<file path="src/rtl/fft_bitrev_reorder.sv">
// Bit-reversed to natural-order reorder buffer for FFT64 output, using two ping-pong banks.
// Optional REORDER_SOF_EN adds a registered do_sof start-of-frame output aligned with do_en.
module fft_bitrev_reorder #(
    parameter int WIDTH = 16,
    parameter int LOG_N = 6
) (
    input  logic             clock,
    input  logic             reset,
    input  logic             di_en,
    input  logic [WIDTH-1:0] di_re,
    input  logic [WIDTH-1:0] di_im,
    output logic             do_en,
    output logic [WIDTH-1:0] do_re,
    output logic [WIDTH-1:0] do_im
`ifdef REORDER_SOF_EN
    ,
    output logic             do_sof
`endif
);

    localparam int unsigned LN = LOG_N;
    localparam int unsigned N  = 1 << LOG_N;

    localparam logic [0:0] ST_IDLE = 1'b0;
    localparam logic [0:0] ST_READ = 1'b1;

    function automatic logic [LOG_N-1:0] bitrev(input logic [LOG_N-1:0] a);
        logic [LOG_N-1:0] r;
        for (int unsigned i = 0; i < LN; i++) begin
            r[i] = a[LN-1-i];
        end
        return r;
    endfunction

    logic [2*WIDTH-1:0] mem [0:2*N-1];
    logic [2*WIDTH-1:0] rd_data_q;

    logic [LOG_N-1:0] wcnt_q, wcnt_d;
    logic [LOG_N-1:0] rcnt_q, rcnt_d;
    logic             wsel_q, wsel_d;
    logic             rsel_q, rsel_d;
    logic [0:0]       state_q, state_d;
    logic             rd_vld_q;
    logic             do_en_q;
    logic [WIDTH-1:0] do_re_q, do_im_q;
    logic             frame_done;
    logic             rd_en;

    assign frame_done = di_en && (wcnt_q == '1);
    assign rd_en      = (state_q == ST_READ);

    always_comb begin
        wcnt_d = wcnt_q;
        wsel_d = wsel_q;
        if (di_en) begin
            wcnt_d = wcnt_q + 1'b1;
        end
        if (frame_done) begin
            wsel_d = ~wsel_q;
        end
    end

    // A frame finishing on the last read cycle chains straight into the next read.
    always_comb begin
        state_d = state_q;
        rsel_d  = rsel_q;
        rcnt_d  = rcnt_q;
        case (state_q)
            ST_IDLE: begin
                if (frame_done) begin
                    state_d = ST_READ;
                    rsel_d  = wsel_q;
                    rcnt_d  = '0;
                end
            end
            default: begin
                rcnt_d = rcnt_q + 1'b1;
                if (rcnt_q == '1) begin
                    if (frame_done) begin
                        rsel_d = wsel_q;
                    end else begin
                        state_d = ST_IDLE;
                    end
                end
            end
        endcase
    end

    always_ff @(posedge clock) begin
        if (di_en) begin
            mem[{wsel_q, bitrev(wcnt_q)}] <= {di_re, di_im};
        end
        if (rd_en) begin
            rd_data_q <= mem[{rsel_q, rcnt_q}];
        end
    end

    always_ff @(posedge clock or negedge reset) begin
        if (!reset) begin
            wcnt_q   <= '0;
            rcnt_q   <= '0;
            wsel_q   <= 1'b0;
            rsel_q   <= 1'b0;
            state_q  <= ST_IDLE;
            rd_vld_q <= 1'b0;
            do_en_q  <= 1'b0;
            do_re_q  <= '0;
            do_im_q  <= '0;
        end else begin
            wcnt_q   <= wcnt_d;
            rcnt_q   <= rcnt_d;
            wsel_q   <= wsel_d;
            rsel_q   <= rsel_d;
            state_q  <= state_d;
            rd_vld_q <= rd_en;
            do_en_q  <= rd_vld_q;
            if (rd_vld_q) begin
                do_re_q <= rd_data_q[2*WIDTH-1:WIDTH];
                do_im_q <= rd_data_q[WIDTH-1:0];
            end
        end
    end

    assign do_en = do_en_q;
    assign do_re = do_re_q;
    assign do_im = do_im_q;

`ifdef REORDER_SOF_EN
    logic rd_first_q;
    logic do_sof_q;

    always_ff @(posedge clock or negedge reset) begin
        if (!reset) begin
            rd_first_q <= 1'b0;
            do_sof_q   <= 1'b0;
        end else begin
            rd_first_q <= rd_en && (rcnt_q == '0);
            do_sof_q   <= rd_vld_q && rd_first_q;
        end
    end

    assign do_sof = do_sof_q;
`endif

endmodule
</file>
<file path="config.mk">
export PLATFORM = sky130hd
export DESIGN_NAME = fft_bitrev_reorder
export DESIGN_NICKNAME = d
export VERILOG_FILES = /design/src/rtl/fft_bitrev_reorder.sv
export SDC_FILE = /design/constraint.sdc
export NUM_CORES = 2
export LEC_CHECK = 0
export BUFFER_PORTS_ARGS = -buffer_cell sky130_fd_sc_hd__buf_2
export CORE_MARGIN = 1
export CORE_UTILIZATION = 45
export CTS_CLUSTER_SIZE = 14
export DETAILED_ROUTE_END_ITERATION = 6
export SYNTH_ARGS = -nofsm -noshare
export SYNTH_HDL_FRONTEND = slang
export SYNTH_SLANG_ARGS = --single-unit
</file>
<file path="constraint.sdc">
create_clock -name clock -period 12.8 [get_ports clock]
set_clock_uncertainty 0.15 [all_clocks]
set_input_delay 0.64 -clock clock [delete_from_list [all_inputs] [get_ports clock]]
set_output_delay 0.64 -clock clock [all_outputs]
set_load 0.005 [all_outputs]
</file>
Yosys cells after proc, flatten, opt, wreduce, memory -nomap -nowiden
Memory sizes are Yosys's and may differ from the RTL's. A register that Yosys moved wholly into a read port is not among the register bits.
Index checks and enable logic that the tools add are counted.
- output and inout port bits: 33
- input port bits: 35
- bits in registers: 49
- word-level logic and storage cells: 28
- memories: 1
- bits in writable memories: 4096
- add/sub/neg operators: 2
- mux-type cells: 10
- bitwise logic cells: 1
- reductions and logical operators: 2
- eq/ne operators: 3
- memories (name ; depth ; bits a word ; rd ports ; clocked after memory_dff ; write ports ; line ; source):
    mem ; 128 ; 32 ; 1 ; 1 ; 1 ; 35 ; logic [2*WIDTH-1:0] mem [0:2*N-1];
- operators by type and width (cell ; count):
    $add 6x1->6 const B ; 2
    $eq 6x6->1 const B ; 2
    $mux 6 ; 2
    $mux 1 ; 8
    $ne 2x1->1 const B ; 1
    $reduce_bool 2->1 ; 1
    $logic_and 1x1->1 ; 1
    $not 1->1 ; 1

Longest topological paths before layout
- depth after elaboration: 5
- depth in mapped cells: 7
- depth with buffers taken out: 5

Worst setup path before layout
No wires, ideal clock.
- path kind: input port to flip-flop
- start point: in di_en
- end point: mem mem[82][0] (netlist name), enable pin
- slack: 8679 ps
- required time: 12189 ps
- library setup time: 461 ps
- path buffers: 1
- stages on the path: 3
- data arrival time: 3510 ps
- path through: buf_1 -> nand4_1 -> nor3_1
- cells in the longest elaborated chain, start to end: 2
- RTL lines (what ; line ; source):
    from (decl) ; 9 ; input logic di_en,
    $mux 1 ; 90 ; if (di_en) begin
    $mux 1 (implied by the code) ; 91 ; mem[{wsel_q, bitrev(wcnt_q)}] <= {di_re, di_im};
    to (decl) ; 35 ;
No other way between the ends.

==> run_results.csv <==
group,metric,value,unit
worst_setup_path,start_kind,"flop",
power_and_ir_drop,ir_worst_vdd,0.190,mV
cells_and_area,layout-drive-gt1-share,35.1,%
synthesis,synth_common_cells,"edfxtp_1 (4128), mux4_2 (1344), clkbuf_1 (202)",
clocking,h-tree-depth,5,
worst_setup_path,path_depth,6,
grt,grt_max_degree,156,
timing,worst_pin_slew,1.25,ns
timing,setup_tns,0,ns
synthesis,synth_area,158000,sq um
worst_setup_path,cp_cell_sequence,"buf_12 -> buf_12 -> mux4_2 -> mux4_2 -> mux4_2 -> mux2_2",
timing,fin_crit_sh,43.8,%
timing,setup_violations,0,
synthesis,ys_seq_area_share,79.0,%
power_and_ir_drop,clkPwrFrac,36.8,%
clocking,cts_resized,0,
power_and_ir_drop,p_sw_share,24.7,%
grt,grt_pass1_wl,569000,um
clocking,cts_buffer_depth,4,
synthesis,synth_edf_count,4128,
grt,overflow,0,
place,dp_cells,10700,
drt,viasPerCell,6.23,
synthesis,yosys-top-cells-area,"edfxtp_1 (78%), mux4_2 (19%), dfrtp_1 (0.77%)",
synthesis,yosysMostFrequentCell,"edfxtp_1",
drt,wirelength,410000,um
die,boundaryPins,68,
worst_setup_path,worstPathMaxFanout,155,
cells_and_area,synthToLayoutAreaGrowth,13.1,%
cells_and_area,fin_util,51.2,%
drt,wl_per_cell,35.7,um
clocking,numCtsBuffers,413,
clocking,cts-root-buf,"clkbuf_16",
min_path,hold_path_class,"input port to async pin",
cells_and_area,nets,6524,
run,cap_violations,0,
worst_setup_path,cp.arrival,6.14,ns
synthesis,synthCells,6121,
grt,grt_pass1_vias,72200,
power_and_ir_drop,combPwrFrac,14.8,%
cells_and_area,instances_no_fill,11500,
grt,track_usage,23.1,%
synthesis,yosysTopAreaCell,"edfxtp_1",
clocking,numClockSinks,4177,
drt,detail-route-antenna-nets,0,
place,detailed_place.area,166000,sq um
die,die_y,595,um
die,start_util,45.3,%
die,die_x,595,um
place,post-dp-hpwl,213000,um
die,die-area,355000,sq um
power_and_ir_drop,p_leak,53.1,nW
synthesis,yosysWarnings,0,
clocking,cts_setup_buffers,0,
place,portBuffers,67,
drt,dr.pass1.iters,5,
status,outcome,"finished, final reports clean",
cells_and_area,final_area,179000,sq um
worst_setup_path,regToRegSetupSlack,7.19,ns
worst_setup_path,ff2ff_path_depth,6,
grt,antenna_found_initial,65,
synthesis,syn-num-nets,6158,
synthesis,avgSynthCellArea,25.9,sq um
timing,fin_crit,5.61,ns
timing,hold_violations,0,
worst_setup_path,crit_required,13.33,ns
place,gp_congestion,0.775,
timing,fmax,0.178,GHz
drt,remaining_drc_errors,0,
timing,maxSlewHeadroom,16.3,%
power_and_ir_drop,switchingPower,7.97,mW
worst_setup_path,path_buf_inv,2,
synthesis,async_flop_share,1.17,%
worst_setup_path,slowest_stage,"dfrtp_4",
clocking,clk-insertion-delay-late,0.94,ns
die,coreArea,350000,sq um
synthesis,synth_top_area_share,78.2,%
drt,drt-initial-drc-count,9681,
drt,vias,71400,
synthesis,synth.distinct_cells,28,
power_and_ir_drop,p_int,24.3,mW
worst_setup_path,cp_common_cell,"mux4_2",
worst_setup_path,cpPeakStageDelay,1.12,ns
synthesis,synth-main-ff-cell,"edfxtp_1",
synthesis,synth_seq_cells,4177,
worst_setup_path,cp-end-kind,"flop",
worst_setup_path,worstSetupPathType,"flop to flop",
power_and_ir_drop,p_per_area,180,nW/um^2
worst_setup_path,path_delay_family,"multiplexers",
power_and_ir_drop,seqPwrFrac,48.4,%
timing,rsz0062_at_grt,"no",
die,num_rows,217,
timing,slew_violations,0,
clocking,clk_pin_slew_worst_paths,0.06,ns
clocking,cts_tree,"done",
[worst reg2reg max path, stage by stage (launching register included)]
cell     delay (ns)
dfrtp_4        1.12
buf_12         0.76
buf_12         0.83
mux4_2         0.85
mux4_2         0.62
mux4_2         0.67
mux2_2         0.35
[path summary, 6_finish.rpt]
check	startpoint	endpoint
min	reset	do_re[7]
max	rcnt_q[2]	rd_data_q[26]
max in group asynchronous	reset	rcnt_q[0]
min in group clock	di_re[4]	mem[58][20]
min reg2reg	rd_data_q[16]	do_re[0]
max reg2reg	rcnt_q[2]	rd_data_q[26]
[flip-flops by register name, indices dropped and copies added (netlist names)]
signal / cells
do_re: 16
mem: 4096
rcnt_q: 6
wcnt_q: 6
do_im: 16
rd_data_q: 32
do_en: 1
wsel_q: 1
rd_vld_q: 1
rd_en: 1
rsel_q: 1
[cell type report]
type,count,area (sq um)
repair buffers,277,2170
flip-flops and latches,4177,125000
clock buffers,512,10900
diodes,37,92.6
multi-input cells,1617,32900
clock inverters,249,2280
fillers,26400,171000
well taps,4599,5750
inverters,1,3.75
[placed cells by master (no fill, tap or decap), drive strengths merged, types with 5 or more instances in the layout]
| cell type | instances |
|---|---|
| clkbuf | 512 |
| o21ai | 5 |
| nand4 | 7 |
| edfxtp | 4128 |
| bufinv | 38 |
| dlygate4sd3 | 5 |
| nor2b | 9 |
| xnor2 | 5 |
| mux2 | 67 |
| nor3 | 9 |
| buf | 272 |
| inv | 15 |
| nor2 | 123 |
| clkinv | 189 |
| mux4 | 1344 |
| nand2 | 18 |
| nand3 | 15 |
| clkinvlp | 8 |
| dfrtp | 49 |
| diode | 37 |
[per-stage QoR]
stage          power (mW)  setup WS [ns]  hold WS [ns]
2_1_floorplan        18.8           8.68         0.194
3_3_place_gp         20.7           7.32         0.320
3_5_place_dp         20.7           7.32         0.319
4_1_cts              32.5           7.35       0.00342
5_1_grt              33.2           7.13        0.0588
6_report             32.3           7.19        0.0542
[metal layers]
layer,share of wire [%],up-vias,global-route usage [%]
met2,48,3446,36.1
met1,40,39700,33.5
li1,-,27700,-
met3,9.6,532,4.46
met5,0.036,-,0
met4,2.6,20,6.28
[cells by family (layout without fill, tap and decap cells)]
family,count (synthesis),in the layout,share of synthesized area [%]
buffers and inverters,327,1039,0.854
other,0,37,0
AND/OR/NAND/NOR,186,186,0.494
AO/OA/AOI/OAI,11,11,0.0426
flip-flops,4177,4177,79.0
adder cells (fa/ha/maj),2,2,0.0158
multiplexers,1411,1411,19.6
XOR/XNOR,7,7,0.0387
[repair_timing]
action / in CTS / in global routing
endpoints found under the hold margin: 119 / 0
hold buffers: 5 / 0
setup endpoints to repair: 0 / 0
[power groups by stage]
stage / sequential [mW] / clock [mW] / combinational [mW]
global route: 15.6 / 12.5 / 5.04
floorplan: 15.8 / 0 / 3.06
global placement: 15.9 / 0 / 4.81
finish: 15.6 / 11.9 / 4.78
CTS: 15.6 / 12.1 / 4.85
detailed placement: 15.9 / 0 / 4.84
No activity file was read; power rests on OpenSTA's default activity.
